## src/rtl/flopr_wr_arbiter_pkg.sv

```systemverilog
// Shared definitions for the round-robin write arbiter: FSM encoding and default sizes.
package flopr_wr_arbiter_pkg;

  typedef enum logic [1:0] {
    StIdle   = 2'd0,
    StBusy   = 2'd1,
    StLocked = 2'd2
  } state_e;

  localparam int unsigned DefaultN = 4;
  localparam int unsigned DefaultW = 4;

endpackage

```

## src/rtl/flopr_en.sv

```systemverilog
// W-bit register with load enable; synchronous active-high reset wins over the enable.
module flopr_en #(
  parameter int unsigned W = 4
) (
  input  logic         clk,
  input  logic         reset,
  input  logic         En,
  input  logic [W-1:0] d,
  output logic [W-1:0] q
);

  always_ff @(posedge clk) begin
    if (reset) begin
      q <= '0;
    end else if (En) begin
      q <= d;
    end
  end

endmodule

```

## src/rtl/flopr_wr_arbiter.sv

```systemverilog
// Round-robin arbiter granting one of N requesters write access to a shared enabled register,
// with an owner lock for back-to-back writes.
module flopr_wr_arbiter
  import flopr_wr_arbiter_pkg::*;
#(
  parameter int unsigned N = DefaultN,
  parameter int unsigned W = DefaultW
) (
  input  logic                 clk,
  input  logic                 reset,
  input  logic [N-1:0]         req,
  input  logic [N-1:0]         lock,
  input  logic [N*W-1:0]       wdata,
  output logic [N-1:0]         ack,
  output logic [N-1:0]         grant,
  output logic [$clog2(N)-1:0] owner,
  output logic                 wr_en,
  output logic [W-1:0]         q
);

  localparam int unsigned OW = $clog2(N);

  state_e        state_q, state_d;
  logic [N-1:0]  grant_q, grant_d;
  logic [OW-1:0] owner_q, owner_d;
  logic [OW-1:0] ptr_q, ptr_d;
  logic [OW-1:0] ptr_next;
  logic [N-1:0]  others;
  logic [W-1:0]  wdata_arr [N];

  // First set bit of cand scanning upward from start; N is a power of two so the index wraps.
  function automatic logic [OW-1:0] rr_pick(input logic [N-1:0] cand, input logic [OW-1:0] start);
    logic [OW-1:0] idx;
    logic [OW-1:0] win;
    logic          found;
    win   = '0;
    found = 1'b0;
    for (int unsigned i = 0; i < N; i++) begin
      idx = start + OW'(i);
      if (!found && cand[idx]) begin
        win   = idx;
        found = 1'b1;
      end
    end
    return win;
  endfunction

  function automatic logic [N-1:0] onehot(input logic [OW-1:0] idx);
    logic [N-1:0] v;
    v      = '0;
    v[idx] = 1'b1;
    return v;
  endfunction

  for (genvar i = 0; i < N; i++) begin : g_unpack
    assign wdata_arr[i] = wdata[i*W +: W];
  end

  always_comb begin
    ack = '0;
    if (!reset && state_q != StIdle) begin
      ack = req & grant_q;
    end
  end

  assign wr_en = |ack;
  assign grant = grant_q;
  assign owner = owner_q;

  always_comb begin
    state_d  = state_q;
    grant_d  = grant_q;
    owner_d  = owner_q;
    ptr_d    = ptr_q;
    ptr_next = owner_q + OW'(1);
    // The owner is excluded from the next round even if it still requests.
    others   = req & ~grant_q;
    unique case (state_q)
      StIdle: begin
        if (|req) begin
          owner_d = rr_pick(req, ptr_q);
          grant_d = onehot(owner_d);
          state_d = StBusy;
        end
      end
      StBusy, StLocked: begin
        if (lock[owner_q]) begin
          state_d = StLocked;
        end else begin
          ptr_d = ptr_next;
          if (|others) begin
            owner_d = rr_pick(others, ptr_next);
            grant_d = onehot(owner_d);
            state_d = StBusy;
          end else begin
            owner_d = '0;
            grant_d = '0;
            state_d = StIdle;
          end
        end
      end
      default: begin
        owner_d = '0;
        grant_d = '0;
        state_d = StIdle;
      end
    endcase
  end

  always_ff @(posedge clk) begin
    if (reset) begin
      state_q <= StIdle;
      grant_q <= '0;
      owner_q <= '0;
      ptr_q   <= '0;
    end else begin
      state_q <= state_d;
      grant_q <= grant_d;
      owner_q <= owner_d;
      ptr_q   <= ptr_d;
    end
  end

  flopr_en #(
    .W(W)
  ) u_reg (
    .clk  (clk),
    .reset(reset),
    .En   (wr_en),
    .d    (wdata_arr[owner_q]),
    .q    (q)
  );

endmodule

```

## config.mk

```make
export PLATFORM = sky130hd
export DESIGN_NAME = flopr_wr_arbiter
export DESIGN_NICKNAME = d
export VERILOG_FILES = /design/src/rtl/flopr_wr_arbiter_pkg.sv /design/src/rtl/flopr_en.sv /design/src/rtl/flopr_wr_arbiter.sv
export SDC_FILE = /design/constraint.sdc
export NUM_CORES = 1
export LEC_CHECK = 0
export CAP_MARGIN = 30
export CELL_PAD_IN_SITES_DETAIL_PLACEMENT = 0
export CELL_PAD_IN_SITES_GLOBAL_PLACEMENT = 1
export CORE_MARGIN = 2
export CORE_UTILIZATION = 28
export DETAILED_ROUTE_END_ITERATION = 8
export GPL_TIMING_DRIVEN = 0
export PLACE_DENSITY = 0.72
export SLEW_MARGIN = 10
export SYNTH_ARGS = -nofsm -noshare
export SYNTH_HDL_FRONTEND = slang
export SYNTH_SLANG_ARGS = --single-unit
```

## constraint.sdc

```tcl
create_clock -name clk -period 1.6 [get_ports clk]
set_input_delay 0.32 -clock clk [delete_from_list [all_inputs] [get_ports clk]]
set_output_delay 0.32 -clock clk [all_outputs]
set_load 0.005 [all_outputs]
```

=== Word-level counts from Yosys, hierarchy flattened ===
Cells that the tools add are included.

* Register bits after elaboration: 14
* Input port bits: 26
* Output and inout bits: 15
* Word-level logic and storage cells: 131

* Reduce and logical (&&, ||, !) cells: 24
* Add/sub/neg operators: 7
* Multiplexer cells: 72
* $lt $le $gt $ge: 14
* Bitwise logic cells: 5
* Eq/ne operators: 4

{| class="wikitable"
|+ Operators by type and width
! operator !! number
|-
| 2-bit 2-to-1 mux || 18
|-
| 2-bit by 3-bit < comparator with 1-bit output (second input constant) || 11
|-
| 1-bit 2-to-1 mux || 33
|-
| 4-bit 2-to-1 mux || 6
|-
| 1-bit binary-select mux with 2-bit select || 9
|-
| 4-bit OR reduction || 3
|-
| 1-bit logical AND || 9
|-
| 2-bit adder (second input constant) || 4
|-
| 4-bit bitwise AND || 2
|-
| 4-bit binary-select mux with 2-bit select || 1
|-
| 2-bit case mux with 2 select lines || 2
|-
| 4-bit case mux with 2 select lines || 1
|-
| 1-bit logical NOT || 7
|-
| 2-bit by 1-bit adder with 2-bit output (second input constant) || 3
|-
| 1-bit demux with 2-bit select || 2
|-
| 2-bit by 1-bit >= comparator with 1-bit output (second input constant) || 2
|-
| 2-bit != test (second input constant) || 2
|-
| 4-bit inverter || 1
|-
| 2-bit AND reduction || 2
|-
| 3-bit >= comparator (second input constant) || 1
|-
| 2-bit inverter with 3-bit output || 1
|-
| 2-bit by 1-bit == test with 1-bit output (second input constant) || 1
|-
| 2-bit == test (second input constant) || 1
|-
| 2-bit logical NOT || 1
|-
| other kinds (3) || 3
|}

=== Depth between registers and ports, before layout ===
Gate-level depths: netlist of the first run.

* Depth after elaboration: 33
* Depth in mapped cells: 7
* Mapped depth without buffers: 7

=== By module ===
A second synthesis of the first run with hierarchy kept.

* Cell total of the unflattened synthesis: 114
* Area, all modules: 996.0 um2

{| class="wikitable"
|+ By module, submodules not included
! module !! area each (um2) !! instances !! sequential area each (um2) !! cells an instance
|-
| flopr_wr_arbiter || 855.8 || 1 || 200.2 || 101
|-
| flopr_en || 140.1 || 1 || 80.1 || 13
|}

=== Worst setup path before layout of the first run ===
No wires, ideal clock.

* Path type: flip-flop to flip-flop
* From: register state_q[0]
* To: register grant_q[1] (netlist: grant[1])
* Arrival time: 1.577 ns
* Path buffers: 0
* Required time: 1.478 ns
* Stages on the path, launching flop included: 7
* Setup time: 0.122 ns
* Setup slack: -0.099 ns
* Clock period less this slack: 1.699 ns
* Cells stage by stage: dfxtp_1 -> inv_1 -> ha_1 -> and2_1 -> a22oi_2 -> a21oi_1 -> a221o_1

* Cells in the longest elaborated chain, start to end: 4
* Elaborated cells on any way between the ends: 8
* Those cells by class: 4 x eq/ne; 1 x mux; 3 x reduce/logical

{| class="wikitable"
|+ Ends and longest elaborated chain
! element !! line !! source
|-
| start, declared || flopr_wr_arbiter.sv:23 || <nowiki>state_e state_q, state_d;</nowiki>
|-
| start signal, assigned || flopr_wr_arbiter.sv:112 || <nowiki>state_q <= StIdle;</nowiki>
|-
| start signal, assigned || flopr_wr_arbiter.sv:117 || <nowiki>state_q <= state_d;</nowiki>
|-
| 2-bit by 1-bit == test with 1-bit output or 2-bit == test (tied branches) || flopr_wr_arbiter.sv:78 || <nowiki>unique case (state_q)</nowiki>
|-
| 2-bit OR reduction || flopr_wr_arbiter.sv:78 ||
|-
| 2-bit != test (no source line) || -- ||
|-
| 2-bit AND reduction (no source line) || -- ||
|-
| end signal, assigned || flopr_wr_arbiter.sv:118 || <nowiki>grant_q <= grant_d;</nowiki>
|-
| end, declared || flopr_wr_arbiter.sv:24 || <nowiki>logic [N-1:0] grant_q, grant_d;</nowiki>
|}

Parallel ways exist; a longest one is shown, timed or not.
A chain may end at the register's enable or synchronous reset.

=== Final worst setup path of the first run ===
* From: register state_q[0]
* To: output port wr_en

* Cells in the longest elaborated chain, start to end: 4

{| class="wikitable"
|+ Ends and longest elaborated chain
! element !! line !! source
|-
| 2-bit nonzero test || flopr_wr_arbiter.sv:61 || <nowiki>if (!reset && state_q != StIdle) begin</nowiki>
|-
| 1-bit logical AND || flopr_wr_arbiter.sv:61 ||
|-
| 4-bit 2-to-1 mux || flopr_wr_arbiter.sv:61 ||
|-
| 4-bit OR reduction || flopr_wr_arbiter.sv:66 || <nowiki>assign wr_en = |ack;</nowiki>
|-
| end, declared || flopr_wr_arbiter.sv:17 || <nowiki>output logic wr_en,</nowiki>
|}

Every way passes these cells.

==> summary.md, run 1 <==
| Metric | Value |
|---|---|
| Int Pwr | 0.00141 W |
| Clk sink count | 14 |
| Largest cells by area after synthesis | dfxtp_1 (27%), mux4_1 (10%), nor2_1 (5.5%) |
| Routability cong. | approximately 0.85 |
| RSZ-0062 raised after global routing | yes |
| Sequential-to-total area share from yosys stat | between 20% and 30% |
| Wire per inst | 15.3 µm |
| Sequential Power Share | 26.9% |
| Top cell family by delay on the critical path | flip-flops |
| CTS tree | done |
| Clock skew | 0.000932 ns |
| Worst r2r src | state_q[0]$_SDFFE_PP0N_ |
| Stages on worst setup path | 5 |
| ANT nets after route | 0 |
| Leak pwr | slightly above 0.6 nW |
| Final worst path period need | between 1.5 and 2 ns |
| Outcome | finished with violations |
| RR Endpoint | owner[0]$_SDFFE_PP0P_ |
| WHS Endpoint | u_reg.q[3]$_SDFFE_PP0P_ |
| Hold path depth | 2 |
| CTS Buf Count | 3 |
| Top Ports | 41 |
| Crit-path cells | inv_2, ha_4, or2_4, a41oi_4, buf_2 |
| Hold_buf cts | 0 |
| Mean Syn Cell Area | between 9 and 10 µm² |
| Pre-antenna DRT Iters | 4 |
| Max-cap violation count | 0 |
| Clk_lat worst skew | roughly 0.25 ns |
| Fmax | just under 0.6 GHz |
| Root Driver | clkbuf_8 |
| Setup-failing EPs final | 7 |
| Max VDD drop | 656 µV |
| HPWL after DPL | ~2400 µm |
| First-pass GRT wire length | 5420 µm |
| Slew margin rel. | between 70% and 80% |
| # rows | 22 |
| Vias per cell | about 5.2 |
| DIE HEIGHT | 64.6 µm |
| Slowest library cell on the worst path | dfxtp_2 |
| Syn. warnings | 0 |
| Routed WL | between 3000 and 4000 µm |
| Clock slew at reported path FFs | 0.06 ns |
| PD cells | approximately 1400 nW/µm² |
| Cells after synthesis | roughly 110 |
| Via count | 1,083 |
| Slowest Stage Delay on Critical Path | ~0.33 ns |
| Violated checks | negative setup slack |
| Clock tree buffer depth | 2 |
| Final Hold Vio Count | 0 |
| FF+latch count, synth | 14 |
| Port Buffer Count | 39 |
| Area of the die | 4170 µm² |
| Critical path arrival | ~1.4 ns |
| Post-route non-filler standard cell count | just over 200 |
| Comb power frac | about 60% |
| Reg2reg setup slack | -0.04 ns |
| Number of cells on the worst reg-to-reg path | 8 |
| H-tree levels | 1 |
| Final period util | 106% |
| Initial antenna violation count | 0 |
| Nets | roughly 190 |
| Leading area contributor after synthesis | dfxtp_1 |
| Cell Area, Synth | a little over 1000 µm² |
| Worst slack at placement | -0.748 ns |
| Antenna diode count | 0 |
| Initial Utilization | between 20% and 30% |
| CP Launch Type | flop |
| CP max FO | 5 |
| Hold_sp | reset |
| Sw Pwr | 0.000899 W |
| Synth unique cells | 44 |
| GRT Residual Overflow | 0 |
| Ratio of cells with drive above 1 in the final layout | 29.6% |
| Sw Ratio | 38.9% |
| Buf+Inv Stages, Crit Path | 2 |
| Area delta synth->final | 56.9% |
| Setup slack after layout | -0.101 ns |
| Die X | ~65 µm |
| Proportion of netlist area held by the largest area contributor | between 20% and 30% |
| Largest net degree at the start of global routing | 11 |
| Placed insts | ~200 |
| Synth Net Count | 140 |
| CORE AREA | between 3000 and 4000 µm² |
| DRC | 0 |
| Clock power share | between 10% and 20% |
| Total GRT Usage | between 10% and 20% |
| Initial DRC count | 16 |
| Critical Path End Type | primary output |
| Worst path required time | around 1.3 ns |
| Max-slew violation count | 0 |
| Worst Path Class, Setup | reg -> out |
| Worst slew pin tran | 0.429 ns |
| Vias in the first global route | between 1,000 and 1,500 |
| Setup TNS | -0.398 ns |
| Hold WC Path Type | in -> reg |
[kinds of logic (layout without fill, tap and decap cells)]
| logic type | count (synthesis) | in the layout | share of synthesized area (%) |
|---|---|---|---|
| adders and majority gates | 2 | 2 | 2.43 |
| DFF | 14 | 14 | 27.3 |
| buffers and inverters | 9 | 56 | 4.26 |
| AOI/OAI and AO/OA | 28 | 28 | 25.2 |
| muxes | 10 | 10 | 16.7 |
| xor gates and xnor gates | 1 | 1 | 0.852 |
| and+or+nand+nor | 48 | 48 | 23.4 |
[metal layers]
layer / up-vias / GRT usage, % / wire length (µm)
met4: 0 / 9.57 / 92
met3: 10 / 1.22 / 96
met5: - / 0 / 0
met1: 517 / 20.3 / 1440
li1: 519 / - / -
met2: 37 / 28.3 / 1550
[worst reg2reg max path: cells and delay by family, from the launching register on]
| family | cells | cell delay [ns] |
|---|---|---|
| AO/OA/AOI/OAI | 2 | 0.40 |
| adder cells (fa/ha/maj) | 1 | 0.28 |
| buffers and inverters | 2 | 0.19 |
| flip-flops | 1 | 0.33 |
| AND/OR/NAND/NOR | 3 | 0.34 |
[registers in the layout (all words and copies together), names as in the netlist]
register and cells:
grant 4, ptr_q 2, owner 2, u_reg.q 4
state_q 2
[synthesized netlist by cell type]
| cell | n |
|---|---|
| a211oi_1 | 2 |
| o21bai_1 | 1 |
| a22oi_1 | 1 |
| mux4_1 | 4 |
| or3_1 | 1 |
| o21ai_1 | 1 |
| nand2_1 | 10 |
| nand2b_1 | 6 |
| o221ai_1 | 1 |
| o21ai_0 | 2 |
| mux2_4 | 1 |
| nor3_1 | 2 |
| nor2_1 | 15 |
| o311a_1 | 1 |
| ha_1 | 2 |
| inv_1 | 4 |
| o22ai_2 | 1 |
| mux2_2 | 1 |
| nor2b_1 | 5 |
| o221a_2 | 1 |
| buf_2 | 2 |
| a22oi_2 | 1 |
| or2_1 | 1 |
| o211a_1 | 1 |
| and3b_1 | 1 |
| o32a_1 | 1 |
| nor3b_1 | 2 |
| a41oi_4 | 1 |
| buf_6 | 1 |
| a211o_1 | 1 |
| and2b_2 | 1 |
| inv_2 | 1 |
| a221o_1 | 4 |
| a21oi_1 | 4 |
| a211o_2 | 1 |
| xnor2_1 | 1 |
| o32ai_1 | 2 |
| mux2i_1 | 4 |
| a221oi_2 | 1 |
| nand3_1 | 2 |
| dfxtp_1 | 14 |
| clkbuf_1 | 1 |
| nand4_1 | 1 |
| and2_1 | 1 |
[metrics by stage]
stage | util, % | cell area [µm²] | hold WS, ns | power (W)
2_1_floorplan | - | 1040 | 0.485 | 0.00140
6_report | 44.8 | 1610 | 0.399 | 0.00231
5_1_grt | 44.8 | 1610 | 0.400 | 0.00250
4_1_cts | 43.5 | 1570 | 0.392 | 0.00225
3_3_place_gp | 41.5 | 1500 | 0.476 | 0.00180
3_5_place_dp | 41.5 | 1500 | 0.484 | 0.00184
[power groups by stage]
stage / logic, W / registers, W / clock network [W]
detailed placement: 0.00122 / 0.000615 / 0
finish: 0.00139 / 0.000621 / 0.000298
floorplan: 0.000824 / 0.000575 / 0
CTS: 0.00131 / 0.000625 / 0.000310
global placement: 0.00120 / 0.000605 / 0
global route: 0.00154 / 0.000639 / 0.000322
[cell type report]
class / count / area (µm²)
inverters: 5 / 18.8
multi-input cells: 89 / 762
clock buffers: 3 / 41.3
well taps: 48 / 60.1
plain buffers: 3 / 27.5
repair buffers: 45 / 415
flip-flops and latches: 14 / 289
fillers: 351 / 1990
[repair_timing]
item | 4_1_cts | 5_1_grt
buffers inserted | 4 | 2
gates resized for setup | 40 | 7
setup endpoints to repair | 17 | 15
pin swaps | 6 | 8
[how the worst max path moves through the flow]
stage,startpoint,endpoint,slack [ns]
detailed placement,req[3],wr_en,-0.75
CTS,state_q[0]$_SDFFE_PP0N_,wr_en,-0.12
finish,state_q[0]$_SDFFE_PP0N_,wr_en,-0.10
floorplan,state_q[1]$_SDFFE_PP0N_,u_reg.q[0]$_SDFFE_PP0P_,0.04
global route,state_q[0]$_SDFFE_PP0N_,ack[1],-0.16
global placement,req[3],wr_en,-0.75
[cell usage in the layout, fill, tap and decap left out, types with 2 or more instances in the layout]
| cell type | instances |
|---|---|
| a211oi_1 | 2 |
| a21oi_1 | 3 |
| a221o_1 | 4 |
| buf_2 | 5 |
| buf_4 | 6 |
| clkbuf_8 | 3 |
| clkdlybuf4s15_2 | 2 |
| clkdlybuf4s50_1 | 28 |
| dfxtp_1 | 9 |
| dfxtp_2 | 4 |
| dlygate4sd2_1 | 5 |
| inv_1 | 2 |
| inv_2 | 3 |
| mux2i_1 | 4 |
| mux4_1 | 4 |
| nand2_1 | 10 |
| nand2b_1 | 5 |
| nand3_1 | 2 |
| nor2_1 | 14 |
| nor2b_1 | 5 |
| nor3_2 | 2 |
| nor3b_2 | 2 |
| o21ai_0 | 2 |
| o32ai_1 | 2 |
Note: power is estimated with default switching activity, not from simulation.
==> run 2, diff against run 1 <==
--- a/config.mk
+++ b/config.mk
@@ -9,10 +9,11 @@
 export CELL_PAD_IN_SITES_DETAIL_PLACEMENT = 0
 export CELL_PAD_IN_SITES_GLOBAL_PLACEMENT = 1
 export CORE_MARGIN = 2
-export CORE_UTILIZATION = 28
+export CORE_UTILIZATION = 31
 export DETAILED_ROUTE_END_ITERATION = 8
 export GPL_TIMING_DRIVEN = 0
-export PLACE_DENSITY = 0.72
+export PLACE_DENSITY = 0.76
+export SETUP_SLACK_MARGIN = 0.15
 export SLEW_MARGIN = 10
 export SYNTH_ARGS = -nofsm -noshare
 export SYNTH_HDL_FRONTEND = slang
==> constraint.sdc (replaced) <==
create_clock -name clk -period 1.9 [get_ports clk]
set_input_delay 0.38 -clock clk [delete_from_list [all_inputs] [get_ports clk]]
set_output_delay 0.38 -clock clk [all_outputs]
set_load 0.005 [all_outputs]
==> run 2 against run 1 <==
  * The run now ends clean
  * Critical path depth up 1
  * Register-to-register slack better by 0.21 ns
  * Clock power down 26%
  * Largest cell class unchanged
  * Largest power group unchanged
  * First-iteration DRC count rose to 3.7 times the previous value
  * Count of clock-buffer cells in the layout up 1
  * Global-route usage up 1.6 points
  * Clock skew up 0.00059 ns
  * Final area up 0.70%
==> summary.md, run 2 (synthesis gave the netlist of run 1 again) <==
| Metric | Value |
|---|---|
| Number of cells on the worst reg-to-reg path | 7 |
| CORE AREA | slightly above 3000 µm² |
| Nets | ~190 |
| Clk_lat worst skew | roughly 0.28 ns |
| Reg2reg setup slack | about 0.17 ns |
| Initial Utilization | about a third |
| Antenna diode count | 0 |
| Vias in the first global route | approximately 1,100 |
| Hold_sp | reset |
| Routed WL | around 3100 µm |
| Wire per inst | ~15 µm |
| Die X | 61.6 µm |
| Slowest library cell on the worst path | dfxtp_2 |
| Routability cong. | approximately 0.84 |
| Port Buffer Count | 39 |
| Hold WC Path Type | in -> reg |
| RSZ-0062 raised after global routing | yes |
| Critical path arrival | around 1.5 ns |
| HPWL after DPL | roughly 2300 µm |
| Power Total | about 0.002 W |
| Worst slew pin tran | 0.497 ns |
| Post-route cell area | about 1600 µm² |
| ANT nets after route | 0 |
| CTS tree | done |
| Setup TNS | 0 ns |
| Root Driver | clkbuf_4 |
| Worst Path Class, Setup | reg -> out |
| Max VDD drop | 695 µV |
| Hold_buf cts | 0 |
| Final worst path period need | roughly 1.9 ns |
| Area delta synth->final | 58.0% |
| Final Hold Vio Count | 0 |
| Largest net degree at the start of global routing | 11 |
| Via count | roughly 1,100 |
| Initial DRC count | 59 |
| Area of the die | between 3000 and 4000 µm² |
| DIE HEIGHT | ~60 µm |
| Worst path required time | 1.52 ns |
| Clk sink count | 14 |
| Clock slew at reported path FFs | 0.09 ns |
| Final period util | ~100% |
| CTS Buf Count | 3 |
| Pre-antenna DRT Iters | 4 |
| First-pass GRT wire length | slightly above 5000 µm |
| Setup-failing EPs final | 0 |
| Hold path depth | 2 |
| Critical Path End Type | primary output |
| Top Ports | a little over 40 |
| Total GRT Usage | roughly 18% |
| Vias per cell | 5.23 |
| Ratio of cells with drive above 1 in the final layout | between 20% and 30% |
| Slew margin rel. | 66.7% |
| Post-DP Area | approximately 1500 µm² |
| Max-cap violation count | 0 |
| Outcome | finished clean |
| H-tree levels | 1 |
| Fmax | 0.526 GHz |
| Slowest Stage Delay on Critical Path | about 0.35 ns |
| # rows | 20 |
| GRT Residual Overflow | 0 |
| Clock skew | between 0.0015 and 0.002 ns |
| Initial antenna violation count | 0 |
| PD cells | ~1200 nW/µm² |
| CP Launch Type | flop |
| Leak pwr | ~0.64 nW |
| CP max FO | 5 |
| WHS Endpoint | u_reg.q[1]$_SDFFE_PP0P_ |
| Max-slew violation count | 0 |
| Commonest non-fill, non-tap cell in the layout | clkdlybuf4s50_1 |
| Most frequent cells in the layout | clkdlybuf4s50_1 (28), nor2_1 (15), nand2_1 (10) |
| Clock tree buffer depth | 2 |
| Crit-path cells | inv_2, ha_4, or2_4, buf_8, a41oi_4, buf_2 |
| DRC | 0 |
| RR Endpoint | grant[0]$_SDFFE_PP0P_ |
| Worst r2r src | state_q[1]$_SDFFE_PP0N_ |
| CP startpoint | state_q[0]$_SDFFE_PP0N_ |
run 2: changes by cell type in the layout (fill, tap and decap cells not counted), moves of 2 or more:
| cell | change |
|---|---|
| clkbuf_8 | -2 |
| dlymetal6s2s_1 | +2 |
| clkdlybuf4s15_2 | -2 |
| clkbuf_4 | +4 |
run 2: worst max-delay path: cells and delay by family (launching register included):
kind / cells / cell delay [ns]
flip-flops: 1 / 0.35
adder cells (fa/ha/maj): 1 / 0.16
AO/OA/AOI/OAI: 1 / 0.17
AND/OR/NAND/NOR: 1 / 0.23
buffers and inverters: 3 / 0.33
run 2: timing repair:
action / 4_1_cts / 5_1_grt
resized for setup: 34 / 18
pin swaps: 4 / 8
setup endpoints to repair: 16 / 10
buffers inserted: 4 / 4
run 2: final cells by class:
type	instances	area (µm²)
flip-flops and latches	14	289
well taps	44	55.1
repair buffers	47	429
multi-input cells	89	758
fillers	317	1480
inverters	5	18.8
clock buffers	4	36.3
plain buffers	4	38.8
run 2: worst max-delay path by stage:
stage               depth (start not counted)  slack, ns                    end
floorplan                                   6       0.20  grant[1]$_SDFFE_PP0P_
global placement                            4      -0.53                  wr_en
detailed placement                          4      -0.56                  wr_en
CTS                                         6      -0.01                  wr_en
global route                                6      -0.05                  wr_en
finish                                      6     0.0006                  wr_en
run 2: through the flow:
stage / setup WS, ns / utilization, % / hold slack (ns) / cells
after floorplan: 0.201 / - / 0.485 / 112
after global placement: -0.534 / 47.5 / 0.477 / 195
after detailed placement: -0.563 / 47.5 / 0.488 / 195
after CTS: -0.0101 / 49.8 / 0.406 / 203
after global routing: -0.0473 / 52.4 / 0.415 / 207
final: 0.000617 / 52.4 / 0.411 / 207
run 2: routing by layer:
metal / vias to the layer above / routed length (µm) / track usage [%] / part of all wire [%]
li1: 525 / - / - / -
met2: 30 / 1630 / 32.2 / 52
met1: 526 / 1390 / 22.6 / 44
met3: 2 / 89 / 1.89 / 2.8
met4: 0 / 27 / 6.38 / 0.86
met5: - / 0 / 0 / 0
run 2: report_power, final:
group	internal (W)	total, W	switching, W	leakage [nW]
clock network	0.000117	0.000222	0.000105	0.0210
registers	0.000403	0.000522	0.000119	0.117
logic	0.000672	0.00123	0.000554	0.504
total	0.00119	0.00197	0.000778	0.641
